[src/rtl/dpram_port_arbiter.sv]
// Two-requester arbiter in front of a single DPRAM port: zero-latency grant,
// bounded-burst stickiness with round-robin fallback, one-cycle read return.
module dpram_port_arbiter #(
    parameter int DATA_WIDTH    = 32,
    parameter int ADDRESS_WIDTH = 10,
    parameter int MAX_BURST     = 4
) (
    input  logic                     AXI_clock,
    input  logic                     AXI_reset_n,

    input  logic                     rq0_req,
    input  logic                     rq0_we,
    input  logic [ADDRESS_WIDTH-1:0] rq0_addr,
    input  logic [DATA_WIDTH-1:0]    rq0_wdata,
    output logic                     rq0_gnt,
    output logic                     rq0_rvalid,
    output logic [DATA_WIDTH-1:0]    rq0_rdata,

    input  logic                     rq1_req,
    input  logic                     rq1_we,
    input  logic [ADDRESS_WIDTH-1:0] rq1_addr,
    input  logic [DATA_WIDTH-1:0]    rq1_wdata,
    output logic                     rq1_gnt,
    output logic                     rq1_rvalid,
    output logic [DATA_WIDTH-1:0]    rq1_rdata,

    output logic                     mem_en,
    output logic                     mem_we,
    output logic [ADDRESS_WIDTH-1:0] mem_addr,
    output logic [DATA_WIDTH-1:0]    mem_din,
    input  logic [DATA_WIDTH-1:0]    mem_dout
);

    typedef enum logic [1:0] {
        IDLE   = 2'd0,
        GRANT0 = 2'd1,
        GRANT1 = 2'd2
    } state_t;

    localparam logic [3:0] MAX_CNT = 4'(MAX_BURST);

    state_t     state, state_nxt;
    logic       rr_last, rr_last_nxt;
    logic [3:0] burst_cnt, burst_cnt_nxt;

    logic       grant_any;
    logic       win;
    state_t     win_state;

    // Winner selection and next-state; grants are masked while reset is held.
    always_comb begin
        grant_any     = 1'b0;
        win           = 1'b0;
        win_state     = GRANT0;
        state_nxt     = IDLE;
        rr_last_nxt   = rr_last;
        burst_cnt_nxt = '0;

        if (AXI_reset_n) begin
            if (rq0_req && rq1_req) begin
                grant_any = 1'b1;
                if (state == GRANT0 && burst_cnt < MAX_CNT)
                    win = 1'b0;
                else if (state == GRANT1 && burst_cnt < MAX_CNT)
                    win = 1'b1;
                else
                    win = ~rr_last;
            end else if (rq0_req) begin
                grant_any = 1'b1;
                win       = 1'b0;
            end else if (rq1_req) begin
                grant_any = 1'b1;
                win       = 1'b1;
            end
        end

        win_state = win ? GRANT1 : GRANT0;

        if (grant_any) begin
            state_nxt   = win_state;
            rr_last_nxt = win;
            if (state == win_state)
                burst_cnt_nxt = (burst_cnt < MAX_CNT) ? burst_cnt + 4'd1 : MAX_CNT;
            else
                burst_cnt_nxt = 4'd1;
        end
    end

    always_ff @(posedge AXI_clock or negedge AXI_reset_n) begin
        if (!AXI_reset_n) begin
            state     <= IDLE;
            rr_last   <= 1'b1;
            burst_cnt <= '0;
        end else begin
            state     <= state_nxt;
            rr_last   <= rr_last_nxt;
            burst_cnt <= burst_cnt_nxt;
        end
    end

    assign rq0_gnt  = grant_any & ~win;
    assign rq1_gnt  = grant_any &  win;

    assign mem_en   = grant_any;
    assign mem_we   = grant_any & (win ? rq1_we : rq0_we);
    assign mem_addr = win ? rq1_addr  : rq0_addr;
    assign mem_din  = win ? rq1_wdata : rq0_wdata;

    // Read-return tracking: the memory answers one cycle after an enabled read.
    always_ff @(posedge AXI_clock or negedge AXI_reset_n) begin
        if (!AXI_reset_n) begin
            rq0_rvalid <= 1'b0;
            rq1_rvalid <= 1'b0;
        end else begin
            rq0_rvalid <= rq0_gnt & ~rq0_we;
            rq1_rvalid <= rq1_gnt & ~rq1_we;
        end
    end

    assign rq0_rdata = mem_dout;
    assign rq1_rdata = mem_dout;

endmodule

[config.mk]
export PLATFORM = sky130hd
export DESIGN_NAME = dpram_port_arbiter
export DESIGN_NICKNAME = d
export VERILOG_FILES = /design/src/rtl/dpram_port_arbiter.sv
export SDC_FILE = /design/constraint.sdc
export NUM_CORES = 1
export LEC_CHECK = 0
export BUFFER_PORTS_ARGS = -buffer_cell sky130_fd_sc_hd__buf_4
export CAP_MARGIN = 20
export CORE_AREA = 5 5 88 90
export DETAILED_ROUTE_END_ITERATION = 16
export DIE_AREA = 0 0 93 95
export GPL_TIMING_DRIVEN = 0
export PLACE_DENSITY = 0.77
export SYNTH_ARGS = -nofsm -noshare
export SYNTH_HDL_FRONTEND = slang
export SYNTH_SLANG_ARGS = --single-unit
[constraint.sdc]
create_clock -name AXI_clock -period 2.9 [get_ports AXI_clock]
set_input_delay 0.87 -clock AXI_clock [delete_from_list [all_inputs] [get_ports AXI_clock]]
set_output_delay 0.87 -clock AXI_clock [all_outputs]
set_load 0.005 [all_outputs]
Word level (Yosys, flattened, before mapping)
Index checks and enable logic that the tools add are counted.

word-level totals
  register bits after elaboration = 9
  input bits = 122
  output and inout bits = 112
  word-level logic and storage cells = 39

cells by class
  $add $sub $neg = 1
  $lt $le $gt $ge = 1
  equality and inequality tests = 3
  multiplexer cells = 17
  bitwise logic cells = 9
  reductions and logical operators = 3

operator list
  operator                                                    count
  2-to-1 mux 32 bit                                           1
  2-to-1 mux 4 bit                                            3
  2-to-1 mux 1 bit                                            10
  2-to-1 mux 10 bit                                           1
  AND 1 bit                                                   5
  adder 4 x 1 -> 4 bit, second input constant                 1
  less-than comparator 4 x 3 -> 1 bit, second input constant  1
  2-to-1 mux 2 bit                                            2
  NOT 1 bit                                                   4
  logical AND 1 bit                                           3
  == test 2 x 1 -> 1 bit, second input constant               1
  == test 2 bit                                               1
  == test 2 bit, second input constant                        1

Logic depth before layout (Yosys ltp)
Gate-level depths: netlist (run 1).

  depth in word-level cells = 10
  gate-level depth with buffers = 6
  gate-level depth less buffers = 5

Worst setup path after synthesis (run 1)
No wires, ideal clock.

  path type = input to output
  start point = in rq1_req
  end point = out mem_addr[1]
  arrival time = 1798 ps
  required time = 2030 ps
  setup slack = 232 ps
  stages = 5
  path buffers = 1
  cells stage by stage = and2_1 > o221ai_4 > inv_4 > buf_6 > mux2_4

on the way
  longest elaborated chain between the ends = 5
  elaborated cells between the ends (all ways) = 6
  those cells by class = 5 x mux; 1 x reduce/logical

ends and longest elaborated chain
  element              line  source
  start, declared      19    input logic rq1_req,
  2-to-1 mux 1 bit     71    end else if (rq1_req) begin
  2-to-1 mux 1 bit     68    end else if (rq0_req) begin
  2-to-1 mux 1 bit *   60    if (rq0_req && rq1_req) begin
  2-to-1 mux 1 bit *   59    if (AXI_reset_n) begin
  2-to-1 mux 10 bit *  106   assign mem_addr = win ? rq1_addr : rq0_addr;
  end, declared        29    output logic [ADDRESS_WIDTH-1:0] mem_addr,

Every way passes the cells marked *; elsewhere a longest branch is shown, timed or not.

Worst setup path after layout (run 1)
  start point = in rq1_req
  end point = out mem_din[1]

on the way
  longest elaborated chain between the ends = 5
  elaborated cells between the ends (all ways) = 6
  those cells by class = 5 x mux; 1 x reduce/logical

ends and longest elaborated chain
  element              line  source
  2-to-1 mux 1 bit     71
  2-to-1 mux 1 bit     68
  2-to-1 mux 1 bit *   60
  2-to-1 mux 1 bit *   59
  2-to-1 mux 32 bit *  107   assign mem_din = win ? rq1_wdata : rq0_wdata;
  end, declared        30    output logic [DATA_WIDTH-1:0] mem_din,

Marks and branches as above.

==> reports/qor.yml, run 1 <==
clkTransAtPathRegs_ns: 0.04
crit_end: "mem_din[1]"
maxCapViolations: 0
r2r-end: "rq0_rvalid"
grt_pass1_wl_um: 9030
avgSynthCellArea_um2: 10.4
cts_tree: "done"
antenna_left: 0
min_period_ns: 2.91
die_h_um: 95
area_delta_synth_final_pct: 130
power_uw: 855
avgRoutedWirePerCell_um: 14.2
ir_worst_vdd_mv: 0.150
grt_max_degree: 11
drc: 0
fin_util: 0.512
p_leak_uw: 0.00199
worst-r2r-setup-slack_ns: 1.30
reg2reg_depth: 7
hold_viol_final: 0
drv_slew: 0
dp_hpwl_um: 5540
timing.hold.ws_ns: 0.519
viasPerCell: 4.04
place_area_mm2: 0.00317
synth.cell_area_mm2: 0.00156
drt_iter0_markers: 34
holdBufCountCts: 0
synth-edff-count: 0
arrival_ns: 2.04
grt_usage: 0.127
ys_seq_area_frac: 0.145
pwr-share-seq: 0.169
fp.coreArea_mm2: 0.00698
setup_violations: 6
fin_area_mm2: 0.00357
place_congestion: 0.780
ios: 234
r2r_start: "burst_cnt[2]"
violations: "setup timing"
ys_types: 25
synth_warnings: 0
antenna_found_initial: 0
dieArea_mm2: 0.00884
critical_path_required_ns: 2.03
critPathLaunch: "rq1_req"
fmax_mhz: 343
layout-drive-gt1-share: 0.912
clock_power_share: 0.170
h-tree-depth: 1
clk-insertion-delay-late_ns: 0.23
syn_nets: 272
combPwrFrac: 0.661
setup_slack_ns: -0.0142
drt_first_pass_iters: 4
synthArstFlopShare: 1.00
crit_type: "primary input to output port"
p_int_uw: 636
hp-class: "flop to flop"
initial_core_util: 0.223
num_vias: 1798
synth_ff_type: "dfrtp_1"
portBuffers: 201
ys_ff_latch: 9
rsz0062_at_grt: "true"
grt_pass1_vias: 1935
cp-end-kind: "output port"
worst_setup_path_start_kind: "primary input"
status: "finished, violations left"
clkSinkCount: 9
fin_worst_skew_ns: 0.00200
min_period_over_period: 1.00
setup-tns-final_ns: -0.0525
row_count: 31
overflow: 0
die_x_um: 93
cts_root_buffer: "clkbuf_8"
diodes: 0
p_sw_uw: 219
swShare: 0.256
numCtsBuffers: 3
critPathMaxFanout: 5
power.density_mw_per_mm2: 239
netlist_instances: 149
wirelength_um: 6340
clockBufferDepth: 2
nets: 487
[power by group through the flow]
stage                     clock, µW  sequential [µW]  combinational, µW
after floorplan                   0              142                217
after global placement            0              143                480
after detailed placement          0              143                489
after CTS                       149              144                572
after global routing            157              145                603
final                           145              144                565
[layout by cell type, fill, tap and decap left out, types with 2 or more instances in the layout]
cell type	count
buf_4	241
buf_16	2
dfrtp_1	8
inv_1	3
clkbuf_8	3
nand2_4	2
nor2_1	3
buf_12	7
mux2_4	42
buf_8	2
nand2_1	3
buf_6	25
[through the flow]
| stage | worst slack (ns) | instances |
|---|---|---|
| 4_1_cts | -0.0262 | 445 |
| 5_1_grt | -0.0662 | 445 |
| 6_report | -0.0142 | 445 |
| 2_1_floorplan | 0.232 | 149 |
| 3_3_place_gp | -0.233 | 432 |
| 3_5_place_dp | -0.263 | 432 |
[final cells by class]
class,count,area (µm²)
clock buffer,4,45.0
fill,637,3410
tap,82,103
timing repair buffer,210,1790
multi-input combinational,68,831
inverter,4,20.0
buffer,68,561
sequential,9,226
[synth_stat cells (all sizes together) (2+ instances only)]
master / number / area [µm²]
nor2: 4 / 15.0
mux2: 42 / 612
and2: 2 / 12.5
dfrtp: 8 / 200
nand2: 5 / 18.8
nor3: 2 / 10.0
buf: 68 / 526
inv: 4 / 17.5
[critical path: stages]
cell	delay, ns
buf_4	0.08
and2_4	0.15
o221ai_4	0.12
inv_6	0.12
bufbuf_16	0.27
mux2_4	0.29
buf_4	0.13
[cell families after synthesis]
family,synth area share
other,0.00241
AO/OA/AOI/OAI,0.0498
flip-flops,0.146
multiplexers,0.400
buffers and inverters,0.349
adder cells (fa/ha/maj),0.00804
AND/OR/NAND/NOR,0.0458
[how the worst min path moves through the flow]
stage | from | endpoint | slack [ns] | depth (start not counted)
CTS | rr_last | rr_last | 0.50 | 2
detailed placement | rr_last | rr_last | 0.47 | 2
finish | rr_last | rr_last | 0.52 | 2
global placement | rr_last | rr_last | 0.47 | 2
floorplan | rr_last | rr_last | 0.45 | 2
global route | AXI_reset_n | burst_cnt[0] | 0.54 | 2
[registers in the layout (all words and copies together) (netlist names)]
signal      count
rr_last         1
burst_cnt       4
state           2
rq1_rvalid      1
rq0_rvalid      1
[repair_timing]
item	CTS	global route
pin swaps	4	0
resized for setup	54	2
cloned	3	0
buffers inserted	6	0
endpoints found under the setup margin	43	33
endpoints found under the hold margin	0	0
[routing by layer]
metal | GRT usage | share of wire
met5 | 0 | 0
met4 | 0.0232 | 0.0043
met3 | 0.0382 | 0.11
met2 | 0.236 | 0.55
met1 | 0.143 | 0.34
Note: power is estimated with default switching activity, not from simulation.
==> run 2: changes to the inputs <==
--- a/config.mk
+++ b/config.mk
@@ -7,11 +7,11 @@
 export LEC_CHECK = 0
 export BUFFER_PORTS_ARGS = -buffer_cell sky130_fd_sc_hd__buf_4
 export CAP_MARGIN = 20
-export CORE_AREA = 5 5 88 90
+export CORE_AREA = 2 2 90 92
 export DETAILED_ROUTE_END_ITERATION = 16
-export DIE_AREA = 0 0 93 95
+export DIE_AREA = 0 0 92 94
 export GPL_TIMING_DRIVEN = 0
-export PLACE_DENSITY = 0.77
+export PLACE_DENSITY = 0.71
 export SYNTH_ARGS = -nofsm -noshare
 export SYNTH_HDL_FRONTEND = slang
 export SYNTH_SLANG_ARGS = --single-unit
==> reports/qor.yml, run 2 (synthesis results as in run 1) <==
status: "finished, violations left"
violations: "setup timing"
cp-end-kind: "output port"
area_delta_synth_final_pct: 124
drv_slew: 0
row_count: 32
r2r_start: "burst_cnt[2]"
crit_type: "primary input to output port"
power_uw: 820
grt_usage: 0.117
avgRoutedWirePerCell_um: 12.6
grt_pass1_vias: 1826
dieArea_mm2: 0.00865
die_h_um: 94
portBuffers: 201
rsz0062_at_grt: "true"
setup_slack_ns: -0.000409
nets: 489
hp-class: "flop to flop"
cpPeakStageDelay_ns: 0.29
swShare: 0.254
crit_family: "buffers and inverters"
fmax_mhz: 345
diodes: 0
antenna_found_initial: 0
initial_core_util: 0.205
grt_max_degree: 11
cp_cell_sequence: "buf_6, and2_4, o221ai_4, inv_4, bufbuf_16, mux2_4, buf_4"
fin_worst_skew_ns: 0.00147
grt_pass1_wl_um: 8220
crit_cells: 7
antenna_left: 0
reg_top3: "burst_cnt: 4 flops, state: 2 flops"
dp.cells: 452
min_period_ns: 2.90
crit_path_top_delay_cell: "mux2_4"
worst_setup_path_start_kind: "primary input"
ios: 234
hold_viol_final: 0
numCtsBuffers: 3
p_int_uw: 611
clock_power_share: 0.177
p_sw_uw: 208
fin_util: 0.459
clk-insertion-delay-late_ns: 0.23
setup_violations: 2
critical_path_required_ns: 2.03
pwr-share-seq: 0.176
drc: 0
combPwrFrac: 0.647
n_fill_cell: 752
largest_reg_flops: 4
clkTransAtPathRegs_ns: 0.04
critPathMaxFanout: 6
min_period_over_period: 1.00
drt_first_pass_iters: 4
cts_tree: "done"
final_common_cell: "buf_4"
r2r-end: "rq0_rvalid"
cts_root_buffer: "clkbuf_8"
dp_hpwl_um: 4920
maxCapViolations: 0
clockBufferDepth: 2
clkSinkCount: 9
fp.coreArea_mm2: 0.00761
num_vias: 1806
p_leak_uw: 0.00194
viasPerCell: 3.87
power.density_mw_per_mm2: 235
crit_end: "mem_din[20]"
critPathLaunch: "rq1_req"
drt_iter0_markers: 16
worst-r2r-setup-slack_ns: 1.34
instances_no_fill: 467
layout_common_cells: "buf_4, mux2_4, buf_6, dfrtp_1, mux2_2"
h-tree-depth: 1
die_x_um: 92
wirelength_um: 5900
crit_buf_inv: 4
reg2reg_depth: 7
overflow: 0
place_congestion: 0.745
arrival_ns: 2.03
top_register: "burst_cnt"
ir_worst_vdd_mv: 0.103
layout-drive-gt1-share: 0.918
run 2: changes by cell type in the layout (fill, tap and decap cells not counted), sizes merged:
cell	previous run	this run
buf	277	279
run 2: through the flow:
stage	worst slack [ns]	setup TNS [ns]	area (µm²)	hold slack [ns]
6_report	-0.000409	-0.000788	3490	0.497
5_1_grt	-0.0631	-0.825	3490	0.541
4_1_cts	-0.0144	-0.0805	3490	0.494
3_5_place_dp	-0.242	-8.49	3190	0.472
3_3_place_gp	-0.237	-8.49	3190	0.465
2_1_floorplan	0.232	0	1560	0.452
run 2: routing by layer:
| layer | track usage | wire length, µm | vias up |
|---|---|---|---|
| met5 | 0 | 0 | - |
| met2 | 0.233 | 3390 | 110 |
| met1 | 0.124 | 1990 | 819 |
| met3 | 0.0193 | 457 | 5 |
| met4 | 0.0373 | 62 | 0 |
| li1 | - | - | 872 |
run 2: how the worst min path moves through the flow:
stage                start            to  slack (ns)  cells past startpoint
6_report           rr_last       rr_last        0.50                      2
5_1_grt        AXI_reset_n  burst_cnt[0]        0.54                      2
4_1_cts            rr_last       rr_last        0.49                      2
3_5_place_dp       rr_last       rr_last        0.47                      2
3_3_place_gp       rr_last       rr_last        0.46                      2
2_1_floorplan      rr_last       rr_last        0.45                      2
run 2: power groups by stage:
stage          Clock [µW]  Combinational, µW  Sequential (µW)
2_1_floorplan           0                217              142
3_3_place_gp            0                476              143
3_5_place_dp            0                484              144
4_1_cts               146                539              144
5_1_grt               153                565              146
6_report              145                530              145
run 2: what timing repair did:
item / in CTS / in global routing
gates cloned: 2 / 0
pin swaps: 2 / 1
resized for setup: 33 / 8
buffers inserted: 9 / 2
endpoints found under the setup margin: 44 / 35
hold buffers: 0 / 0
run 2: worst register-to-register path, cell delays in order, from the launching register on:
cell and delay, ns:
dfrtp_2 0.43, nor3_2 0.17, nor2_1 0.08, o221ai_4 0.23, inv_4 0.09, buf_6 0.16, buf_4 0.15, nor3_1 0.15
run 2: final cells by class:
type | instances | area (µm²) | share of cell area
inverter | 4 | 17.5 | 0.00502
multi-input combinational | 68 | 816 | 0.234
sequential | 9 | 228 | 0.0652
timing repair buffer | 214 | 1740 | 0.497
buffer | 66 | 520 | 0.149
tap | 102 | 128 | 0.0366
clock buffer | 4 | 45.0 | 0.0129
